--- src/rtl/template_scan.sv ---
// template_scan: streams DEPTH 1-bit locations out of a template ROM and an
// image bitmap that share one read address. It counts the addresses where the
// two bits agree and reports that count with a threshold decision.
//
// Ports
//   clk, rst_n        clock and asynchronous active-low reset
//   start             begin one scan (only sampled while idle)
//   mem_ad, mem_ce    shared read address and clock-enable for both memories
//   mem_oce           memory output-register enable, tied high (bypass mode)
//   rom_bit, img_bit  read data, valid the cycle after the address is captured
//   busy              high from the start-accepting edge through the done cycle
//   done              one-cycle pulse when score/match take a new value
//   score, match      agreement count and (score >= THRESH) of the last scan
module template_scan #(
  parameter int DEPTH  = 2560,
  parameter int ADDR_W = 12,
  parameter int THRESH = 2300
) (
  input  logic              clk,
  input  logic              rst_n,
  input  logic              start,
  output logic [ADDR_W-1:0] mem_ad,
  output logic              mem_ce,
  output logic              mem_oce,
  input  logic              rom_bit,
  input  logic              img_bit,
  output logic              busy,
  output logic              done,
  output logic [ADDR_W:0]   score,
  output logic              match
);

  typedef enum logic [1:0] {IDLE, SCAN, DRAIN, DONE} state_t;

  localparam logic [ADDR_W-1:0] LAST_AD = ADDR_W'(DEPTH - 1);
  localparam logic [ADDR_W:0]   THR     = (ADDR_W + 1)'(THRESH);

  state_t              state_q, state_d;
  logic [ADDR_W-1:0]   ad_q, ad_d;
  logic                ce_q, ce_d;
  logic                ce_d1_q, ce_d1_d;   // marks cycles where rom/img data is valid
  logic [ADDR_W:0]     acc_q, acc_d;
  logic                busy_q, busy_d;
  logic                done_q, done_d;
  logic [ADDR_W:0]     score_q, score_d;
  logic                match_q, match_d;
  logic                hit;
  logic [ADDR_W:0]     acc_sum;

  always_comb begin
    hit     = ce_d1_q & ~(rom_bit ^ img_bit);
    acc_sum = acc_q + (ADDR_W + 1)'(hit);
    state_d = state_q;
    ad_d    = ad_q;
    ce_d    = ce_q;
    ce_d1_d = ce_q;
    acc_d   = acc_sum;
    busy_d  = busy_q;
    done_d  = 1'b0;
    score_d = score_q;
    match_d = match_q;
    case (state_q)
      IDLE: begin
        if (start) begin
          state_d = SCAN;
          ad_d    = '0;
          ce_d    = 1'b1;
          acc_d   = '0;
          busy_d  = 1'b1;
        end
      end
      SCAN: begin
        if (ad_q == LAST_AD) begin
          state_d = DRAIN;
          ad_d    = '0;
          ce_d    = 1'b0;
        end else begin
          ad_d = ad_q + ADDR_W'(1);
        end
      end
      DRAIN: begin
        // The last address's data is in flight for exactly one cycle here;
        // acc_sum already includes it, so publish directly from the sum.
        state_d = DONE;
        done_d  = 1'b1;
        score_d = acc_sum;
        match_d = (acc_sum >= THR);
      end
      DONE: begin
        state_d = IDLE;
        busy_d  = 1'b0;
      end
      default: state_d = IDLE;
    endcase
  end

  always_ff @(posedge clk or negedge rst_n) begin
    if (!rst_n) begin
      state_q <= IDLE;
      ad_q    <= '0;
      ce_q    <= 1'b0;
      ce_d1_q <= 1'b0;
      acc_q   <= '0;
      busy_q  <= 1'b0;
      done_q  <= 1'b0;
      score_q <= '0;
      match_q <= 1'b0;
    end else begin
      state_q <= state_d;
      ad_q    <= ad_d;
      ce_q    <= ce_d;
      ce_d1_q <= ce_d1_d;
      acc_q   <= acc_d;
      busy_q  <= busy_d;
      done_q  <= done_d;
      score_q <= score_d;
      match_q <= match_d;
    end
  end

  assign mem_ad  = ad_q;
  assign mem_ce  = ce_q;
  assign mem_oce = 1'b1;
  assign busy    = busy_q;
  assign done    = done_q;
  assign score   = score_q;
  assign match   = match_q;

endmodule

--- config.mk ---
export PLATFORM = sky130hd
export DESIGN_NAME = template_scan
export DESIGN_NICKNAME = d
export VERILOG_FILES = /design/src/rtl/template_scan.sv
export SDC_FILE = /design/constraint.sdc
export NUM_CORES = 1
export LEC_CHECK = 0
export CORE_MARGIN = 10
export CORE_UTILIZATION = 53
export DETAILED_ROUTE_END_ITERATION = 10
export GPL_ROUTABILITY_DRIVEN = 0
export PLACE_DENSITY_LB_ADDON = 0.15
export SLEW_MARGIN = 30
export SYNTH_ARGS = -nofsm -noshare
export SYNTH_HDL_FRONTEND = slang
export SYNTH_SLANG_ARGS = --single-unit
--- constraint.sdc ---
create_clock -name clk -period 2.45 [get_ports clk]
set_clock_uncertainty 0.05 [all_clocks]
set_input_delay 0.49 -clock clk [delete_from_list [all_inputs] [get_ports clk]]
set_output_delay 0.49 -clock clk [all_outputs]
set_load 0.03 [all_outputs]
==> run_results.csv, run 1 <==
group,metric,value,unit
status,status,"finished clean",
critical_path,r2r_slack,0.50,ns
drt,drtIter0Drc,82,
critical_path,start_kind,"input pin",
logic_synthesis,ys_seq_area_frac,0.5230,
logic_synthesis,ys_types,37,
floorplanning,rows,23,
logic_synthesis,syn_area_per_cell,10.02,um2
logic_synthesis,synth_edf_count,0,
grt,overflow,0,
place,port_buffers,33,
timing,relSlewSlack,0.6324,
critical_path,end_kind,"flop",
logic_synthesis,yosys_most_used_dff,"dfrtp_1",
logic_synthesis,syn_inst,215,
clocking,cts_tree,"built",
critical_path,path_class,"input pin to flop",
flow_run,maxCapViolCount,0,
power_and_ir_drop,p_leak,1.235,nW
grt,grt_first_pass_wirelength,7.941,mm
power_and_ir_drop,total_power,1.213,mW
timing,final.period_utilization,0.9569,
logic_synthesis,synth-seq-cells,45,
clocking,clockRootBuffer,"clkbuf_8",
finish,diodes,0,
clocking,cts_buffers,5,
timing,fin_crit,2.345,ns
drt,viasPerCell,5.263,
finish,area_delta_synth_final,25.51,%
critical_path,rr_worst_depth,8,
power_and_ir_drop,ir_drop,0.2677,mV
logic_synthesis,synth_top_area_cell,"dfrtp_1",
place,postPlaceCellArea,2605,um2
timing,rsz0062_at_grt,"false",
timing,setup_viol,0,
finish,fin_area,2703,um2
grt,grt_pass1_vias,1762,
floorplanning,core_area,3971,um2
timing,tns,0,ns
critical_path,timing.rr.end,"match$_DFFE_PN0P_",
logic_synthesis,synthArstFlopShare,1.000,
grt,busiest_layer,"met2",
timing,tightest_slew,0.5514,ns
clocking,post_cts_buffers,0,
power_and_ir_drop,power_density,448.8,nW/um2
grt,gr-usage-met1,0.1404,
logic_synthesis,synth.area.top_cells,"dfrtp_1, nor2_1, ha_1, xnor2_1, a21oi_1",
floorplanning,io-pin-count,35,
logic_synthesis,synth_fa_ha_area_frac,0.04067,
logic_synthesis,yosysMostFrequentCell,"dfrtp_1",
grt,antenna_found_initial,0,
drt,wl_per_cell,14.19,um
finish,drive_above_1_share,0.1183,
logic_synthesis,synth_warnings,0,
grt,grt_usage,0.1319,
floorplanning,die_h,83.74,um
drt,drc,0,
critical_path,critPathArrivalTime,2.46,ns
timing,worst_hold_slack,0.2194,ns
logic_synthesis,synthTopCellsByCount,"dfrtp_1, nor2_1, a21oi_1, nand2_1, o21ai_0",
floorplanning,start_util,0.5422,
critical_path,cp.required,2.57,ns
grt,grt_max_degree,46,
logic_synthesis,synth_nets,227,
grt,gr-usage-met2,0.2293,
logic_synthesis,synth_top_family_by_area,"simple AND/OR/NAND/NOR gates",
critical_path,rr_startpoint,"ce_d1_q$_DFF_PN0_",
logic_synthesis,synthSimpleGateAreaFrac,0.2092,
grt,gr-usage-met3,0.05566,
floorplanning,die_x,83.74,um
timing,drv_slew,0,
logic_synthesis,netlist_area,2153,um2
clocking,clk_pin_slew_worst_paths,0.08,ns
timing,timing.fmax,426.5,MHz
timing,hold_violations,0,
floorplanning,die_area,7012,um2
clocking,clk_path_buf_depth,2,
finish,fin_nets,273,
place,place_ws,-0.2619,ns
clocking,htree_levels,2,
place,dp_hpwl,3.166,mm
logic_synthesis,synth_xor_area_frac,0.06508,
logic_synthesis,muxShareOfSynthArea,0.03603,
clocking,clock_latency,0.29,ns
drt,drt_wl_total,4.428,mm
drt,vias,1642,
logic_synthesis,synth_top_area_frac,0.5230,
clocking,clock-sinks,45,
timing,setup_ws,0.1055,ns
drt,drt_pre_antenna_iters,4,
min_path,hold_class,"input pin to async pin",
critical_path,critPathMaxFanout,3,
logic_synthesis,synth_compound_area_frac,0.09820,
drt,drtAntennaViolNets,0,
worst max-delay path by stage:
stage / startpoint / endpoint / slack (ns) / depth (start not counted)
2_1_floorplan: rom_bit / match$_DFFE_PN0P_ / 0.17 / 9
3_3_place_gp: img_bit / match$_DFFE_PN0P_ / -0.16 / 10
3_5_place_dp: img_bit / match$_DFFE_PN0P_ / -0.26 / 10
4_1_cts: img_bit / match$_DFFE_PN0P_ / 0.05 / 10
5_1_grt: img_bit / match$_DFFE_PN0P_ / 0.01 / 11
6_report: img_bit / match$_DFFE_PN0P_ / 0.11 / 10
cell usage in the layout (no fill, tap or decap), types with 2 or more instances in the layout:
cell | synthesis | layout
nand4_1 | 5 | 5
clkbuf_8 | 0 | 5
nand2_1 | 14 | 14
nand3_1 | 8 | 7
xnor2_1 | 9 | 9
mux2_2 | 2 | 2
nand2b_1 | 6 | 6
inv_1 | 8 | 8
o21ai_0 | 13 | 13
nor2_1 | 38 | 38
clkdlybuf4s50_1 | 0 | 32
and2_1 | 4 | 4
dfrtp_1 | 45 | 45
clkinv_2 | 0 | 2
a21oi_1 | 14 | 14
buf_4 | 1 | 12
mux2i_1 | 4 | 4
ha_1 | 7 | 7
nor2b_1 | 3 | 3
xor2_1 | 7 | 7
nor3_1 | 5 | 5
worst max-delay path, stage by stage:
cell and delay [ns]:
clkdlybuf4s50_1 0.42, xnor2_1 0.12, and2_1 0.15, ha_1 0.19, ha_1 0.22, nand3_2 0.11
nor2_1 0.06, or4_4 0.43, a2bb2oi_2 0.16, o221ai_1 0.13
area by class of cell:
cell class | instances | area [um2]
Sequential cell | 45 | 1126
Tap cell | 50 | 62.56
Fill cell | 329 | 1269
Timing Repair Buffer | 45 | 415.4
Clock inverter | 2 | 10.01
Multi-Input combinational cell | 156 | 985.9
Clock buffer | 6 | 72.57
Inverter | 8 | 30.03
per-stage QoR:
| stage | utilization | instances |
|---|---|---|
| floorplan | - | 215 |
| global placement | 0.6560 | 304 |
| detailed placement | 0.6560 | 304 |
| CTS | 0.6767 | 312 |
| global route | 0.6805 | 312 |
| finish | 0.6805 | 312 |
registers in the layout, summed over array words and instances, names as in the netlist:
name     flops
acc_q       13
match        1
score       13
ce_d1_q      1
busy         1
mem_ad      12
mem_ce       1
state_q      2
done         1
timing repair:
action                     4_1_cts  5_1_grt
hold buffers                     0        0
setup endpoints to repair        0        1
resized for setup                0        3
per-layer routing:
metal / part of all wire / wire length (um)
met3: 0.069 / 306
met2: 0.50 / 2229
met4: 0.011 / 48
met1: 0.42 / 1842
met5: 0 / 0
power by group:
| part | total [mW] | switching, mW | internal, mW |
|---|---|---|---|
| combinational | 0.0264 | 0.0182 | 0.00818 |
| sequential | 0.742 | 0 | 0.742 |
| clock | 0.445 | 0.247 | 0.198 |
| total | 1.21 | 0.265 | 0.948 |
cell families after synthesis:
group           Yosys count
compound gates           34
xor+xnor                 16
fa+ha+maj                 7
buf+inv                  14
flops                    45
mux                       7
other cells               1
simple gates             91
Note: power is estimated with default switching activity, not from simulation.
==> inputs of run 2 (changes only) <==
Settings changed: CELL_PAD_IN_SITES_DETAIL_PLACEMENT from default to 1, CELL_PAD_IN_SITES_GLOBAL_PLACEMENT from default to 1, CORE_UTILIZATION 53 to 41, CTS_CLUSTER_SIZE from default to 10.
==> run 2 against run 1 <==
Net effect:
- worst setup slack better by 0.011 ns
- global-route usage is 0.24 points lower
- die area is 22% higher
- count of clock-buffer cells in the layout is 1 higher
- power is 0.91% higher
- final cell count is 7.1% higher
- worst hold slack worse by 0.14 ns
- register-to-register slack hardly changed
- non-clock buffer count is 2 higher
- sequential share of layout area is 0.66 points lower
- combinational power is 8.3% higher
- design area is 1.6% higher
- largest cell class unchanged
==> run_results.csv, run 2 (synthesized netlist as in run 1, its figures left out) <==
group,metric,value,unit
timing,setup_ws,0.1163,ns
critical_path,rr_worst_depth,8,
grt,grt_first_pass_wirelength,9.011,mm
grt,grt_pass1_vias,1871,
place,port_buffers,33,
critical_path,cpPeakStageDelay,0.42,ns
critical_path,cp.required,2.55,ns
power_and_ir_drop,p_comb_frac,0.023,
clocking,clk_path_buf_depth,2,
grt,grt_max_degree,22,
power_and_ir_drop,swShare,0.2213,
power_and_ir_drop,power_density,445.7,nW/um2
status,status,"finished clean",
drt,drt_pre_antenna_iters,4,
critical_path,critPathSlowestCell,"clkdlybuf4s50_1",
drt,vias,1674,
power_and_ir_drop,p_clk_frac,0.371,
timing,drv_slew,0,
floorplanning,die_h,92.47,um
place,postPlaceCellArea,2645,um2
grt,antenna_found_initial,0,
finish,area_delta_synth_final,27.54,%
min_path,hold_class,"input pin to async pin",
power_and_ir_drop,total_power,1.224,mW
power_and_ir_drop,switchingPower,0.2708,mW
finish,final_common_cell,"dfrtp_1",
critical_path,path_cells,"clkdlybuf4s50_1 > xnor2_1 > and2_1 > ha_1 > ha_1 > nand3_2 > nor2_1 > or4_1 > a2bb2oi_1 > o221ai_1",
place,dp_cells,326,
critical_path,r2r_slack,0.51,ns
critical_path,end_kind,"flop",
floorplanning,die_area,8551,um2
place,dp_hpwl,4.071,mm
critical_path,path_class,"input pin to flop",
clocking,clockRootBuffer,"clkbuf_8",
clocking,clk_pin_slew_worst_paths,0.08,ns
timing,tightest_slew,0.6085,ns
clocking,htree_levels,2,
flow_run,maxCapViolCount,0,
grt,overflow,0,
timing,timing.fmax,428.5,MHz
floorplanning,core_area,5107,um2
critical_path,critPathMaxFanout,3,
clocking,cts_buffers,5,
drt,viasPerCell,5.012,
critical_path,rr_startpoint,"ce_d1_q$_DFF_PN0_",
critical_path,critPathArrivalTime,2.44,ns
critical_path,timing.rr.end,"match$_DFFE_PN0P_",
clocking,clock-sinks,45,
finish,final_cells,334,
critical_path,start_kind,"input pin",
floorplanning,die_x,92.47,um
place,place_ws,-0.2247,ns
finish,diodes,0,
finish,final_cell_mix,"dfrtp_1, nor2_1, clkdlybuf4s50_1",
floorplanning,rows,26,
drt,drt_wl_total,5.236,mm
power_and_ir_drop,internal-power,0.9531,mW
grt,grt_usage,0.1295,
power_and_ir_drop,p_seq_frac,0.606,
finish,fin_nets,275,
clocking,clock_latency,0.30,ns
power_and_ir_drop,p_leak,1.242,nW
floorplanning,start_util,0.4216,
timing,relSlewSlack,0.5943,
finish,fin_area,2746,um2
finish,drive_above_1_share,0.1212,
drt,drc,0,
timing,final.period_utilization,0.9525,
finish,final_util,0.5377,
critical_path,cpMostUsedCell,"ha_1",
timing,setup_viol,0,
clocking,cts_tree,"built",
power_and_ir_drop,ir_drop,0.2661,mV
floorplanning,io-pin-count,35,
clocking,hold_buffers,0,
drt,drtIter0Drc,43,
drt,wl_per_cell,15.68,um
timing,fin_crit,2.334,ns
drt,drtAntennaViolNets,0,
timing,hold_violations,0,
run 2: power by group through the flow:
stage / clock, mW / combinational [mW] / sequential (mW)
floorplan: 0 / 0.00490 / 0.757
global placement: 0 / 0.0300 / 0.757
detailed placement: 0 / 0.0303 / 0.757
CTS: 0.478 / 0.0303 / 0.742
global route: 0.505 / 0.0325 / 0.742
finish: 0.454 / 0.0286 / 0.742
run 2: worst max-delay path by stage:
| stage | startpoint | to | depth (start not counted) |
|---|---|---|---|
| after floorplan | rom_bit | match$_DFFE_PN0P_ | 9 |
| after global placement | img_bit | match$_DFFE_PN0P_ | 10 |
| after detailed placement | rom_bit | match$_DFFE_PN0P_ | 10 |
| after CTS | rom_bit | match$_DFFE_PN0P_ | 10 |
| after global routing | rom_bit | match$_DFFE_PN0P_ | 11 |
| final | rom_bit | match$_DFFE_PN0P_ | 10 |
run 2: final cells by class:
| class | instances | area, um2 |
|---|---|---|
| fillers | 594 | 2361 |
| flip-flops and latches | 45 | 1126 |
| multi-input cells | 156 | 988.4 |
| repair buffers | 47 | 430.4 |
| well taps | 70 | 87.58 |
| clock buffers | 7 | 76.32 |
| inverters | 8 | 30.03 |
| clock inverters | 1 | 7.507 |
run 2: layer usage:
metal	track usage	wire length [um]	vias up
li1	-	-	818
met1	0.1364	2083	827
met2	0.2318	2794	22
met3	0.04762	280	7
met4	0.04627	78	0
met5	0	0	-
run 2: repair_timing:
item | 4_1_cts | 5_1_grt
resized for setup | 0 | 3
endpoints found under the setup margin | 0 | 2
setup buffers | 0 | 0
run 2: through the flow:
stage / setup TNS [ns] / hold slack (ns)
after floorplan: 0 / 0.1444
after global placement: -0.3840 / 0.3863
after detailed placement: -0.7517 / 0.3914
after CTS: 0 / 0.08450
after global routing: -0.01646 / 0.1008
final: 0 / 0.08215
run 2: worst max-delay path: cells and delay by family:
kind	cells	cell delay, ns
adder cells (fa/ha/maj)	2	0.40
AND/OR/NAND/NOR	4	0.71
XOR/XNOR	1	0.12
AO/OA/AOI/OAI	2	0.29
buffers and inverters	1	0.42
